[src/rtl/hazard_dest_tracker_pkg.sv]
// Shared definitions for the hazard/destination tracker: FSM encodings,
// stage field layouts, bubble constants and the load-use compare.
package hazard_dest_tracker_pkg;

  localparam logic [4:0] REG_ZERO = 5'd0;

  typedef enum logic {
    ST_RUN      = 1'b0,
    ST_MEM_WAIT = 1'b1
  } fsmState_t;

  typedef struct packed {
    logic [4:0] rs;
    logic [4:0] rt;
    logic [4:0] rd;
    logic       rw;
    logic       mr;
  } idExFields_t;

  typedef struct packed {
    logic [4:0] rd;
    logic       rw;
    logic       mr;
  } exMemFields_t;

  typedef struct packed {
    logic [4:0] rd;
    logic       rw;
  } memWbFields_t;

  // A bubble is an all-zero stage: no destination, no write, no load.
  localparam idExFields_t  ID_EX_BUBBLE  = '0;
  localparam exMemFields_t EX_MEM_BUBBLE = '0;
  localparam memWbFields_t MEM_WB_BUBBLE = '0;

  // A load in ID/EX whose destination is read by the instruction in ID.
  // Register 0 is never a real dependency, so it never stalls.
  function automatic logic isLoadUse(
    input idExFields_t idEx,
    input logic        idValid,
    input logic [4:0]  idRs,
    input logic [4:0]  idRt,
    input logic        idUsesRt
  );
    return idEx.mr && (idEx.rd != REG_ZERO) && idValid &&
           ((idEx.rd == idRs) || (idUsesRt && (idEx.rd == idRt)));
  endfunction

endpackage

[src/rtl/hazard_dest_tracker_if.sv]
// Bundle between the decode stage / memory side and the tracker.
// master drives the ID-stage fields, flush and mem_ready; slave is the tracker.
interface hazard_dest_tracker_if #(
  parameter int CNT_W = 16
);
  logic             id_valid;
  logic [4:0]       id_rs;
  logic [4:0]       id_rt;
  logic             id_uses_rt;
  logic [4:0]       id_rd;
  logic             id_reg_write;
  logic             id_mem_read;
  logic             flush;
  logic             mem_ready;

  logic [4:0]       ID_EX_RegisterRs;
  logic [4:0]       ID_EX_RegisterRt;
  logic [4:0]       EX_MEM_RegisterRd;
  logic             EX_MEM_RegWrite;
  logic [4:0]       MEM_WB_RegisterRd;
  logic             MEM_WB_RegWrite;
  logic             PC_Write;
  logic             IF_ID_Write;
  logic [CNT_W-1:0] stall_count;
  logic             mem_error;

  modport master (
    output id_valid, id_rs, id_rt, id_uses_rt, id_rd, id_reg_write, id_mem_read,
           flush, mem_ready,
    input  ID_EX_RegisterRs, ID_EX_RegisterRt, EX_MEM_RegisterRd, EX_MEM_RegWrite,
           MEM_WB_RegisterRd, MEM_WB_RegWrite, PC_Write, IF_ID_Write,
           stall_count, mem_error
  );

  modport slave (
    input  id_valid, id_rs, id_rt, id_uses_rt, id_rd, id_reg_write, id_mem_read,
           flush, mem_ready,
    output ID_EX_RegisterRs, ID_EX_RegisterRt, EX_MEM_RegisterRd, EX_MEM_RegWrite,
           MEM_WB_RegisterRd, MEM_WB_RegWrite, PC_Write, IF_ID_Write,
           stall_count, mem_error
  );

endinterface

[src/rtl/hazard_dest_tracker_stage_reg.sv]
// One pipeline stage register: loads on advance (zeros when bubble is set),
// otherwise holds. A bubble is all-zero for every stage layout.
module dest_stage_reg #(
  parameter int W = 1
) (
  input  logic         clk,
  input  logic         rst,
  input  logic         advance,
  input  logic         bubble,
  input  logic [W-1:0] d,
  output logic [W-1:0] q
);

  // Stage contents: reset to empty, load or bubble on advance, else hold.
  always_ff @(posedge clk or posedge rst) begin
    if (rst) begin
      q <= '0;
    end else if (advance) begin
      q <= bubble ? '0 : d;
    end
  end

endmodule

[src/rtl/hazard_dest_tracker.sv]
// Carries destination/write-enable info through ID/EX, EX/MEM and MEM/WB,
// inserts load-use bubbles and freezes the pipe while a load awaits memory.
module hazard_dest_tracker
  import hazard_dest_tracker_pkg::*;
#(
  parameter int MEM_TIMEOUT = 16,
  parameter int CNT_W       = 16
) (
  input  logic                 clk,
  input  logic                 rst,
  hazard_dest_tracker_if.slave bus
);

  localparam int WAIT_W = $clog2(MEM_TIMEOUT + 1);
  // The wait cycle that gives up on the memory ack and lets the load retire.
  localparam logic [WAIT_W-1:0] LAST_WAIT = WAIT_W'(MEM_TIMEOUT - 1);

  fsmState_t         stateReg;
  logic [WAIT_W-1:0] waitCntReg;
  logic              memErrorReg;
  logic [CNT_W-1:0]  stallCountReg;

  idExFields_t  idExD, idExQ;
  exMemFields_t exMemQ;
  memWbFields_t memWbQ;

  logic loadUse;
  logic waitDone;
  logic freeze;
  logic idExBubble;
  logic stallPc;

  // Stall/advance decisions are combinational so the stall takes effect this cycle.
  always_comb begin
    idExD      = '{rs: bus.id_rs, rt: bus.id_rt, rd: bus.id_rd,
                   rw: bus.id_reg_write, mr: bus.id_mem_read};
    loadUse    = isLoadUse(idExQ, bus.id_valid, bus.id_rs, bus.id_rt, bus.id_uses_rt);
    waitDone   = bus.mem_ready || (waitCntReg == LAST_WAIT);
    if (stateReg == ST_RUN) begin
      freeze = exMemQ.mr && !bus.mem_ready;
    end else begin
      freeze = !waitDone;
    end
    // flush squashes the ID instruction, so a load-use on it is moot.
    idExBubble = bus.flush || loadUse || !bus.id_valid;
    stallPc    = freeze || (!bus.flush && loadUse);
  end

  dest_stage_reg #(.W($bits(idExFields_t))) idExStage (
    .clk     (clk),
    .rst     (rst),
    .advance (!freeze),
    .bubble  (idExBubble),
    .d       (idExD),
    .q       (idExQ)
  );

  dest_stage_reg #(.W($bits(exMemFields_t))) exMemStage (
    .clk     (clk),
    .rst     (rst),
    .advance (!freeze),
    .bubble  (1'b0),
    .d       (exMemFields_t'({idExQ.rd, idExQ.rw, idExQ.mr})),
    .q       (exMemQ)
  );

  dest_stage_reg #(.W($bits(memWbFields_t))) memWbStage (
    .clk     (clk),
    .rst     (rst),
    .advance (!freeze),
    .bubble  (1'b0),
    .d       (memWbFields_t'({exMemQ.rd, exMemQ.rw})),
    .q       (memWbQ)
  );

  // Memory-wait FSM: enter on an unacked load, leave on ack or timeout (which is sticky).
  always_ff @(posedge clk or posedge rst) begin
    if (rst) begin
      stateReg    <= ST_RUN;
      waitCntReg  <= '0;
      memErrorReg <= 1'b0;
    end else begin
      case (stateReg)
        ST_RUN: begin
          if (exMemQ.mr && !bus.mem_ready) begin
            stateReg   <= ST_MEM_WAIT;
            waitCntReg <= '0;
          end
        end
        ST_MEM_WAIT: begin
          if (bus.mem_ready) begin
            stateReg <= ST_RUN;
          end else if (waitCntReg == LAST_WAIT) begin
            stateReg    <= ST_RUN;
            memErrorReg <= 1'b1;
          end else begin
            waitCntReg <= waitCntReg + 1'b1;
          end
        end
        default: stateReg <= ST_RUN;
      endcase
    end
  end

  // Saturating count of cycles in which the PC is held.
  always_ff @(posedge clk or posedge rst) begin
    if (rst) begin
      stallCountReg <= '0;
    end else if (stallPc && (stallCountReg != '1)) begin
      stallCountReg <= stallCountReg + 1'b1;
    end
  end

  assign bus.ID_EX_RegisterRs  = idExQ.rs;
  assign bus.ID_EX_RegisterRt  = idExQ.rt;
  assign bus.EX_MEM_RegisterRd = exMemQ.rd;
  assign bus.EX_MEM_RegWrite   = exMemQ.rw;
  assign bus.MEM_WB_RegisterRd = memWbQ.rd;
  assign bus.MEM_WB_RegWrite   = memWbQ.rw;
  assign bus.PC_Write          = !stallPc;
  assign bus.IF_ID_Write       = !stallPc;
  assign bus.stall_count       = stallCountReg;
  assign bus.mem_error         = memErrorReg;

endmodule

[src/flat_wrapper.sv]
// flat-port wrapper written by rule: the top's interface ports become plain ports
module hazard_dest_tracker_flat import hazard_dest_tracker_pkg::*;
#(
  parameter int MEM_TIMEOUT = 16,
  parameter int CNT_W       = 16
)
  (clk, rst, bus_id_valid, bus_id_rs, bus_id_rt, bus_id_uses_rt, bus_id_rd, bus_id_reg_write, bus_id_mem_read, bus_flush, bus_mem_ready, bus_ID_EX_RegisterRs, bus_ID_EX_RegisterRt, bus_EX_MEM_RegisterRd, bus_EX_MEM_RegWrite, bus_MEM_WB_RegisterRd, bus_MEM_WB_RegWrite, bus_PC_Write, bus_IF_ID_Write, bus_stall_count, bus_mem_error);
  hazard_dest_tracker_if #(.CNT_W(CNT_W)) bus_i ();
  input  logic clk;
  input  logic rst;
  input wire logic [$bits(bus_i.id_valid)-1:0] bus_id_valid;
  input wire logic [$bits(bus_i.id_rs)-1:0] bus_id_rs;
  input wire logic [$bits(bus_i.id_rt)-1:0] bus_id_rt;
  input wire logic [$bits(bus_i.id_uses_rt)-1:0] bus_id_uses_rt;
  input wire logic [$bits(bus_i.id_rd)-1:0] bus_id_rd;
  input wire logic [$bits(bus_i.id_reg_write)-1:0] bus_id_reg_write;
  input wire logic [$bits(bus_i.id_mem_read)-1:0] bus_id_mem_read;
  input wire logic [$bits(bus_i.flush)-1:0] bus_flush;
  input wire logic [$bits(bus_i.mem_ready)-1:0] bus_mem_ready;
  output wire logic [$bits(bus_i.ID_EX_RegisterRs)-1:0] bus_ID_EX_RegisterRs;
  output wire logic [$bits(bus_i.ID_EX_RegisterRt)-1:0] bus_ID_EX_RegisterRt;
  output wire logic [$bits(bus_i.EX_MEM_RegisterRd)-1:0] bus_EX_MEM_RegisterRd;
  output wire logic [$bits(bus_i.EX_MEM_RegWrite)-1:0] bus_EX_MEM_RegWrite;
  output wire logic [$bits(bus_i.MEM_WB_RegisterRd)-1:0] bus_MEM_WB_RegisterRd;
  output wire logic [$bits(bus_i.MEM_WB_RegWrite)-1:0] bus_MEM_WB_RegWrite;
  output wire logic [$bits(bus_i.PC_Write)-1:0] bus_PC_Write;
  output wire logic [$bits(bus_i.IF_ID_Write)-1:0] bus_IF_ID_Write;
  output wire logic [$bits(bus_i.stall_count)-1:0] bus_stall_count;
  output wire logic [$bits(bus_i.mem_error)-1:0] bus_mem_error;
  assign bus_i.id_valid = bus_id_valid;
  assign bus_i.id_rs = bus_id_rs;
  assign bus_i.id_rt = bus_id_rt;
  assign bus_i.id_uses_rt = bus_id_uses_rt;
  assign bus_i.id_rd = bus_id_rd;
  assign bus_i.id_reg_write = bus_id_reg_write;
  assign bus_i.id_mem_read = bus_id_mem_read;
  assign bus_i.flush = bus_flush;
  assign bus_i.mem_ready = bus_mem_ready;
  assign bus_ID_EX_RegisterRs = bus_i.ID_EX_RegisterRs;
  assign bus_ID_EX_RegisterRt = bus_i.ID_EX_RegisterRt;
  assign bus_EX_MEM_RegisterRd = bus_i.EX_MEM_RegisterRd;
  assign bus_EX_MEM_RegWrite = bus_i.EX_MEM_RegWrite;
  assign bus_MEM_WB_RegisterRd = bus_i.MEM_WB_RegisterRd;
  assign bus_MEM_WB_RegWrite = bus_i.MEM_WB_RegWrite;
  assign bus_PC_Write = bus_i.PC_Write;
  assign bus_IF_ID_Write = bus_i.IF_ID_Write;
  assign bus_stall_count = bus_i.stall_count;
  assign bus_mem_error = bus_i.mem_error;
  hazard_dest_tracker #(.MEM_TIMEOUT(MEM_TIMEOUT), .CNT_W(CNT_W)) u_core (.clk(clk), .rst(rst), .bus(bus_i));
endmodule
[config.mk]
export PLATFORM = sky130hd
export DESIGN_NAME = hazard_dest_tracker_flat
export DESIGN_NICKNAME = d
export VERILOG_FILES = /design/src/rtl/hazard_dest_tracker_pkg.sv /design/src/rtl/hazard_dest_tracker_if.sv /design/src/rtl/hazard_dest_tracker_stage_reg.sv /design/src/rtl/hazard_dest_tracker.sv /design/src/flat_wrapper.sv
export SDC_FILE = /design/constraint.sdc
export NUM_CORES = 1
export LEC_CHECK = 0
export CAP_MARGIN = 10
export CORE_ASPECT_RATIO = 1.25
export CORE_MARGIN = 5
export CORE_UTILIZATION = 48
export CTS_BUF_LIST = sky130_fd_sc_hd__clkbuf_16
export DETAILED_ROUTE_END_ITERATION = 12
export GPL_TIMING_DRIVEN = 1
export PLACE_DENSITY = 0.91
export REMOVE_ABC_BUFFERS = 1
export SLEW_MARGIN = 20
export SYNTH_ARGS = -nofsm -noshare
export SYNTH_HDL_FRONTEND = slang
export SYNTH_SLANG_ARGS = --single-unit
[constraint.sdc]
create_clock -name clk -period 2.6 [get_ports clk]
set_input_delay 0.26 -clock clk [delete_from_list [all_inputs] [get_ports clk]]
set_output_delay 0.26 -clock clk [all_outputs]
set_load 0.02 [all_outputs]
; After elaboration in Yosys (flattened, before gate mapping)
; Cells that the tools add are included.
[op_classes]
n_bitwise = 2
add_sub_neg = 2
mux = 10
n_reduce_logical = 20
n_eq_ne = 7
[ops]
columns = operator, count
row1 = $mux 17, 1
row2 = $add 16x1->16 const B, 1
row3 = $ne 16x16->1 const B, 1
row4 = $mux 5, 3
row5 = $eq 5x5->1, 2
row6 = $pmux 5 s2, 1
row7 = $logic_and 1x1->1, 7
row8 = $ne 2x2->1 const B, 3
row9 = $reduce_and 3->1, 2
row10 = $add 5x1->5 const B, 1
row11 = $eq 5x4->1 const B, 1
row12 = $logic_not 1->1, 5
row13 = $logic_or 1x1->1, 5
row14 = $reduce_bool 5->1, 1
row15 = $mux 1, 4
row16 = $not 1->1, 2
row17 = $pmux 1 s2, 1
[word_totals]
reg_bits = 53

; Logic depth before layout (Yosys ltp)
; Gate-level depths: netlist (run 1).
[logic_depth]
ltp_word = 7
ltp_mapped = 11
mapped_depth_nobuf = 9

; Hierarchy
; From an unflattened synthesis (run 1), not the netlist that was laid out.
[hier_totals]
cells_unflattened = 209
area_unflattened_um2 = 2469.9
[by_module_without_submodules]
columns = mod, area_per_inst_um2, n_inst, cells_per_inst
row1 = hazard_dest_tracker, 1342.5, 1, 134
row2 = dest_stage_reg (u_core.idExStage), 626.9, 1, 41
row3 = dest_stage_reg (u_core.exMemStage), 267.8, 1, 18
row4 = dest_stage_reg (u_core.memWbStage), 232.7, 1, 16

; Worst setup path after synthesis (run 1)
; Ideal clock, no wire load.
[synth_timing]
path_kind = reg-to-reg
start = register u_core.waitCntReg[0]
end = register u_core.exMemStage.q[1]
arrival_ns = 2.267
n_path_buf = 2
path_stages_with_launch = 10
path_slack_ns = 0.209
required_ns = 2.475
path_cell_list = dfrtp_1 -> ha_1 -> and3_1 -> ha_1 -> clkbuf_1 -> nand2b_1 -> a21o_1 -> clkinv_1 -> buf_1 -> mux2_2
[synth_between]
elab_chain_cells = 4
[synth_lines]
columns = element, line
row1 = start: declaration, hazard_dest_tracker.sv:19  ; logic [WAIT_W-1:0] waitCntReg;
row2 = start signal: assignment, hazard_dest_tracker.sv:97  ; waitCntReg <= waitCntReg + 1'b1;
row3 = $eq 5x4->1, hazard_dest_tracker.sv:38  ; waitDone = bus.mem_ready || (waitCntReg == LAST_WAIT);
row4 = $logic_or 1x1->1, hazard_dest_tracker.sv:38
row5 = $logic_not 1->1, hazard_dest_tracker.sv:42  ; freeze = !waitDone;
row6 = $mux 1, hazard_dest_tracker.sv:39  ; if (stateReg == ST_RUN) begin
row7 = end signal: assignment, hazard_dest_tracker_stage_reg.sv:19  ; q <= bubble ? '0 : d;
row8 = end: declaration, hazard_dest_tracker_stage_reg.sv:11  ; output logic [W-1:0] q
; No other way between the ends.
; A chain may end at the register's enable or synchronous reset.

; Worst setup path in the final report (run 1)
[layout_timing]
start = register u_core.waitCntReg[0]
end = register u_core.stallCountReg[13] (netlist: u_core.bus.stall_count[13])
[layout_between]
elab_chain_cells = 6
[layout_lines]
columns = element, line
row1 = $eq 5x4->1, hazard_dest_tracker.sv:38
row2 = $logic_or 1x1->1, hazard_dest_tracker.sv:38
row3 = $logic_not 1->1, hazard_dest_tracker.sv:42
row4 = $mux 1, hazard_dest_tracker.sv:39
row5 = $logic_or 1x1->1, hazard_dest_tracker.sv:46  ; stallPc = freeze || (!bus.flush && loadUse);
row6 = $logic_and 1x1->1, hazard_dest_tracker.sv:109  ; end else if (stallPc && (stallCountReg != '1)) begin
row7 = end signal: assignment, hazard_dest_tracker.sv:110  ; stallCountReg <= stallCountReg + 1'b1;
row8 = end: declaration, hazard_dest_tracker.sv:21  ; logic [CNT_W-1:0] stallCountReg;
; No other way between the ends.

==> flow_summary.toml, run 1 <==
[run_status]
status = "complete, no violations"

[worst_hold_path]
hold_path_class = "input pin to async pin"

[sta]
setup_violations = 0
fmax_ghz = 0.404
finalHoldViolCount = 0
slew_headroom = 0.567
worstMarginPinSlew_ns = 0.650
whs_ns = 0.467
post-route-min-period_ns = 2.48
skew_ns = 0.0104
finalCritPeriodShare = 0.953
slew_viol_final = 0
grt_setup_unrepaired = "no"

[logic_synthesis]
synth-seq-area-share = 0.554
synth_top_area_cell = "dfrtp_1"
post-synth-top-count-cell = "dfrtp_1"
yosys_warnings = 0
syn_inst = 203
synth_edf_count = 0
ys_top_cells_by_area = "dfrtp_1 (55%), xor2_1 (6.9%), mux2_2 (6.6%)"
synth_cell_type_count = 38
syn_avg_cell_area_um2 = 11.8
synth-async-reset-ratio = 1.00
synth_flop_cell = "dfrtp_1"
ys_ff_latch = 53
yosys.area.top_type_share = 0.554
synth_commonest_cells = "dfrtp_1 (53), xor2_1 (19), a22o_1 (17), mux2_2 (14), nand2_1 (12)"
synth_area_mm2 = 0.00239

[power_and_ir_drop]
p_seq_frac = 0.443
internal-power_w = 0.00167
pwr-share-clk = 0.323
p_sw_frac = 0.295
p_per_area_mw_per_mm2 = 732
ir_drop_mv = 0.750
p_switching_w = 0.000702
leakage_nw = 1.43
p_comb_frac = 0.234

[route]
firstDrtPassIters = 4
routed_wl_um = 5420
drt_iter0_markers = 67
avgViaCountPerCell = 5.48
wire_per_inst_um = 16.6
drtAntennaViolNets = 0
drc = 0
vias = 1785

[place]
place_congestion = 0.742
dp_hpwl_um = 3840
dpl-instance-area_mm2 = 0.00306
io_buffers = 63

[global_routing]
antenna_found_initial = 0
grt_pass1_wl_um = 8720
grt.total_usage = 0.174
grt_remaining_overflow = 0
grt_start_max_net_pins = 54
grt_pass1_vias = 1772

[clock_tree]
clk_latency_ns = 0.29
cts_sinks = 53
cts-root-buf = "clkbuf_16"
h-tree-depth = 2
cts_buffers = 5
cts_buffer_depth = 2
path_clk_slew_ns = 0.07
cts_tree = "yes"

[finish]
nets = 291
num_antenna_cells = 0
layout-drive-gt1-share = 0.124
area_growth_pct = 35.6
nFillCells = 343
final_cell_area_mm2 = 0.00325

[setup_path]
r2r-start = "u_core.waitCntReg[0]$_DFFE_PP0P_"
path_class = "register to register"
end_kind = "register"
required_ns = 2.81
cp.arrival_ns = 2.69
cp_max_fo = 15
start_kind = "register"
crit_start = "u_core.waitCntReg[0]$_DFFE_PP0P_"

[die]
io_pins = 64
rows = 28
start_util = 0.499
die_w_um = 73.2
dieHeight_um = 89.0
core_mm2 = 0.00480
die-area_mm2 = 0.00651

[flow_run]
cap_violations = 0
==> flip-flops by register name (all words and copies together), names as in the netlist <==
signal and flops:
u_core.bus.stall_count 16, u_core.idExStage.q 17, u_core.exMemStage.q 7, u_core.memWbStage.q 6, u_core.bus.mem_error 1, u_core.waitCntReg 5, u_core.stateReg 1
==> path summary, 6_finish.rpt <==
kind                                                     endpoint  slack [ns]  cells after the start
min in group clk                 u_core.bus.mem_error$_DFFE_PP0P_        0.47                      1
setup reg to reg           u_core.bus.stall_count[13]$_DFFE_PP0P_        0.12                      8
hold reg to reg                  u_core.bus.mem_error$_DFFE_PP0P_        0.47                      1
hold / removal                  u_core.idExStage.q[3]$_DFFE_PP0N_        0.47                      3
max in group asynchronous        u_core.waitCntReg[0]$_DFFE_PP0P_        1.71                      3
setup / recovery           u_core.bus.stall_count[13]$_DFFE_PP0P_        0.12                      8
==> layout by cell type, fill, tap and decap left out, drive strengths merged, types with 6 or more instances in the layout <==
cell / count
dfrtp: 53
xor2: 19
inv: 9
nand2: 12
o21ai: 6
xnor2: 6
mux2: 15
clkdlybuf4s50: 61
nor2: 8
nor3: 10
a22o: 17
==> routing by layer <==
layer	up-vias	track usage	wire length [um]
met5	-	0	0
met4	0	0.0688	118
met1	903	0.221	2230
met3	10	0.0326	158
li1	836	-	-
met2	36	0.295	2920
==> logic make-up after synthesis <==
group / after synthesis / synth area share
AO/OA/AOI/OAI: 33 / 0.106
XOR/XNOR: 25 / 0.0914
adder cells (fa/ha/maj): 3 / 0.0157
buffers and inverters: 21 / 0.0455
flip-flops: 53 / 0.554
multiplexers: 15 / 0.0705
AND/OR/NAND/NOR: 53 / 0.118
==> critical path, stage by stage (launching register included) <==
cell      delay, ns
dfrtp_1        0.42
ha_1           0.24
and3_1         0.19
ha_1           0.18
nand2b_1       0.14
a21o_1         0.21
o22a_1         0.44
nor3_1         0.40
xnor2_1        0.18
==> power groups by stage <==
stage / registers (W) / logic, W / clock network [W]
5_1_grt: 0.00107 / 0.000606 / 0.000807
2_1_floorplan: 0.00114 / 0.000207 / 0
6_report: 0.00105 / 0.000555 / 0.000768
4_1_cts: 0.00105 / 0.000561 / 0.000782
3_3_place_gp: 0.00106 / 0.000543 / 0
3_5_place_dp: 0.00107 / 0.000558 / 0
==> final cells by class <==
type                            instances  area [um^2]  share of cell area
Clock buffer                            5          125              0.0385
Clock inverter                          3         50.0              0.0154
Inverter                                9         33.8              0.0104
Multi-Input combinational cell        129          978               0.301
Sequential cell                        53         1330               0.408
Tap cell                               60         75.1              0.0231
Timing Repair Buffer                   67          658               0.203
==> what timing repair did <==
action,in CTS,in global routing
setup endpoints to repair,2,19
resized for setup,2,3
buffers inserted,0,0
pin swaps,0,0
hold buffers,0,0
==> per-stage QoR <==
| stage | worst slack (ns) | instances | util | power [W] | TNS [ns] |
|---|---|---|---|---|---|
| finish | 0.123 | 326 | 0.676 | 0.00238 | 0 |
| global route | 0.0145 | 326 | 0.676 | 0.00249 | 0 |
| CTS | 0.0872 | 326 | 0.673 | 0.00239 | 0 |
| detailed placement | 0.0700 | 318 | 0.637 | 0.00162 | 0 |
| global placement | 0.115 | 318 | 0.637 | 0.00160 | 0 |
| floorplan | -0.272 | 191 | - | 0.00135 | -4.63 |
Power figures use the tool's default switching activity.
==> run 2, diff against run 1 <==
--- a/config.mk
+++ b/config.mk
@@ -14,6 +14,7 @@
 export GPL_TIMING_DRIVEN = 1
 export PLACE_DENSITY = 0.91
 export REMOVE_ABC_BUFFERS = 1
+export SETUP_SLACK_MARGIN = 0.15
 export SLEW_MARGIN = 20
 export SYNTH_ARGS = -nofsm -noshare
 export SYNTH_HDL_FRONTEND = slang
==> run 2 against run 1 <==
Design area hardly changed. Via count barely moved. Combinational power is essentially flat. Die area unchanged. Fmax rose by 6.4%. Routed wire length up 0.35%. Critical path depth did not move. Setup slack improved by 0.15 ns. Sequential share of layout area is essentially flat. Clock power hardly changed. Highest routed layer unchanged.
==> flow_summary.toml, run 2 (same netlist as run 1, synthesis figures left out) <==
[clock_tree]
h-tree-depth = 2
path_clk_slew_ns = 0.07
cts_setup_buffers = 0
clk_latency_ns = 0.29
cts_tree = "yes"
cts-root-buf = "clkbuf_16"
cts_buffers = 5
cts_sinks = 53
ctsHoldBuffers = 0
cts_buffer_depth = 2

[sta]
finalCritPeriodShare = 0.895
skew_ns = 0.0121
post-route-min-period_ns = 2.33
fmax_ghz = 0.430
grt_setup_unrepaired = "yes"
fin_setup_tns_ns = 0
slew_viol_final = 0
finalHoldViolCount = 0
slew_headroom = 0.562
worst_slack_ns = 0.273
setup_violations = 0
worstMarginPinSlew_ns = 0.658

[die]
core_mm2 = 0.00480
die_w_um = 73.2
io_pins = 64
dieHeight_um = 89.0
rows = 28
die-area_mm2 = 0.00651
start_util = 0.499

[setup_path]
end_kind = "register"
path_class = "register to register"
r2r_setup_slack_ns = 0.27
start_kind = "register"
cp_max_fo = 15
required_ns = 2.82
cp.arrival_ns = 2.55

[power_and_ir_drop]
pwr-share-clk = 0.324
p_sw_frac = 0.296
internal-power_w = 0.00167
ir_drop_mv = 0.748
leakage_nw = 1.43
p_seq_frac = 0.443
p_comb_frac = 0.233
finalPower_w = 0.00238
p_per_area_mw_per_mm2 = 732
p_switching_w = 0.000705

[place]
post-place-ws_ns = 0.0700
dp_hpwl_um = 3840
io_buffers = 63
place_inst = 318
place_congestion = 0.742

[finish]
multi_input_area_um2 = 985
nFillCells = 343
layout-drive-gt1-share = 0.139
num_antenna_cells = 0
nets = 291
mostFrequentLayoutCells = "clkdlybuf4s50_1 (61), dfrtp_1 (53), xor2_1 (19)"
final_common_cell = "clkdlybuf4s50_1"
top_register = "u_core.idExStage.q"
area_growth_pct = 35.7
seqCellArea_mm2 = 0.00133
instances_no_fill = 326
largest_reg_flops = 17
fin_util = 0.677

[route]
vias = 1786
avgViaCountPerCell = 5.48
drt_iter0_markers = 50
routed_wl_um = 5440
wire_per_inst_um = 16.7
drc = 0
drtAntennaViolNets = 0
firstDrtPassIters = 4

[worst_hold_path]
hold_path_class = "input pin to async pin"

[global_routing]
antenna_found_initial = 0
grt_start_max_net_pins = 54
grt_remaining_overflow = 0
grt.total_usage = 0.175
grt_pass1_vias = 1775
grt_pass1_wl_um = 8740

[run_status]
status = "complete, no violations"

[flow_run]
cap_violations = 0
[run 2: path summary, 6_finish.rpt]
| path | to | cells after the start | start |
|---|---|---|---|
| min in group clk | u_core.bus.mem_error$_DFFE_PP0P_ | 1 | u_core.bus.mem_error$_DFFE_PP0P_ |
| worst min-delay path | u_core.bus.stall_count[1]$_DFFE_PP0P_ | 3 | rst |
| max in group asynchronous | u_core.waitCntReg[4]$_DFFE_PP0P_ | 3 | rst |
| worst max-delay path | u_core.bus.stall_count[15]$_DFFE_PP0P_ | 8 | u_core.waitCntReg[0]$_DFFE_PP0P_ |
| worst max register to register | u_core.bus.stall_count[15]$_DFFE_PP0P_ | 8 | u_core.waitCntReg[0]$_DFFE_PP0P_ |
| worst min register to register | u_core.bus.mem_error$_DFFE_PP0P_ | 1 | u_core.bus.mem_error$_DFFE_PP0P_ |
[run 2: power groups by stage]
stage                     Clock, W  Combinational [W]  Sequential, W
after CTS                 0.000782           0.000563        0.00105
after floorplan                  0           0.000207        0.00114
after global routing      0.000806           0.000607        0.00107
after detailed placement         0           0.000558        0.00107
final                     0.000769           0.000555        0.00105
after global placement           0           0.000543        0.00106
[run 2: final cells by class]
| cell class | count | area share |
|---|---|---|
| multi-input combinational | 129 | 0.303 |
| sequential | 53 | 0.408 |
| clock buffer | 5 | 0.0385 |
| inverter | 9 | 0.0104 |
| clock inverter | 3 | 0.0154 |
| tap | 60 | 0.0231 |
| timing repair buffer | 67 | 0.201 |
[run 2: critical path: stages, from the launching register on]
cell and delay, ns:
dfrtp_1 0.42, ha_1 0.24, and3_1 0.19, ha_1 0.18
nand2b_1 0.14, a21o_1 0.22, o22a_2 0.38, nor4_2 0.30
xor2_1 0.17
[run 2: routing by layer]
layer,GRT usage,part of all wire,routed length [um],vias up
met3,0.0326,0.035,193,11
met2,0.295,0.54,2950,38
li1,-,-,-,833
met4,0.0688,0.024,128,0
met1,0.221,0.40,2160,904
met5,0,0,0,-
[run 2: metrics by stage]
step | area (um^2) | hold WS [ns]
after detailed placement | 3060 | 0.463
after floorplan | 2320 | 0.393
after global routing | 3250 | 0.489
final | 3250 | 0.455
after global placement | 3060 | 0.450
after CTS | 3240 | 0.477
[run 2: repair_timing]
item | CTS | global route
endpoints found under the setup margin | 20 | 35
gates resized for setup | 5 | 7
pin swaps | 0 | 1
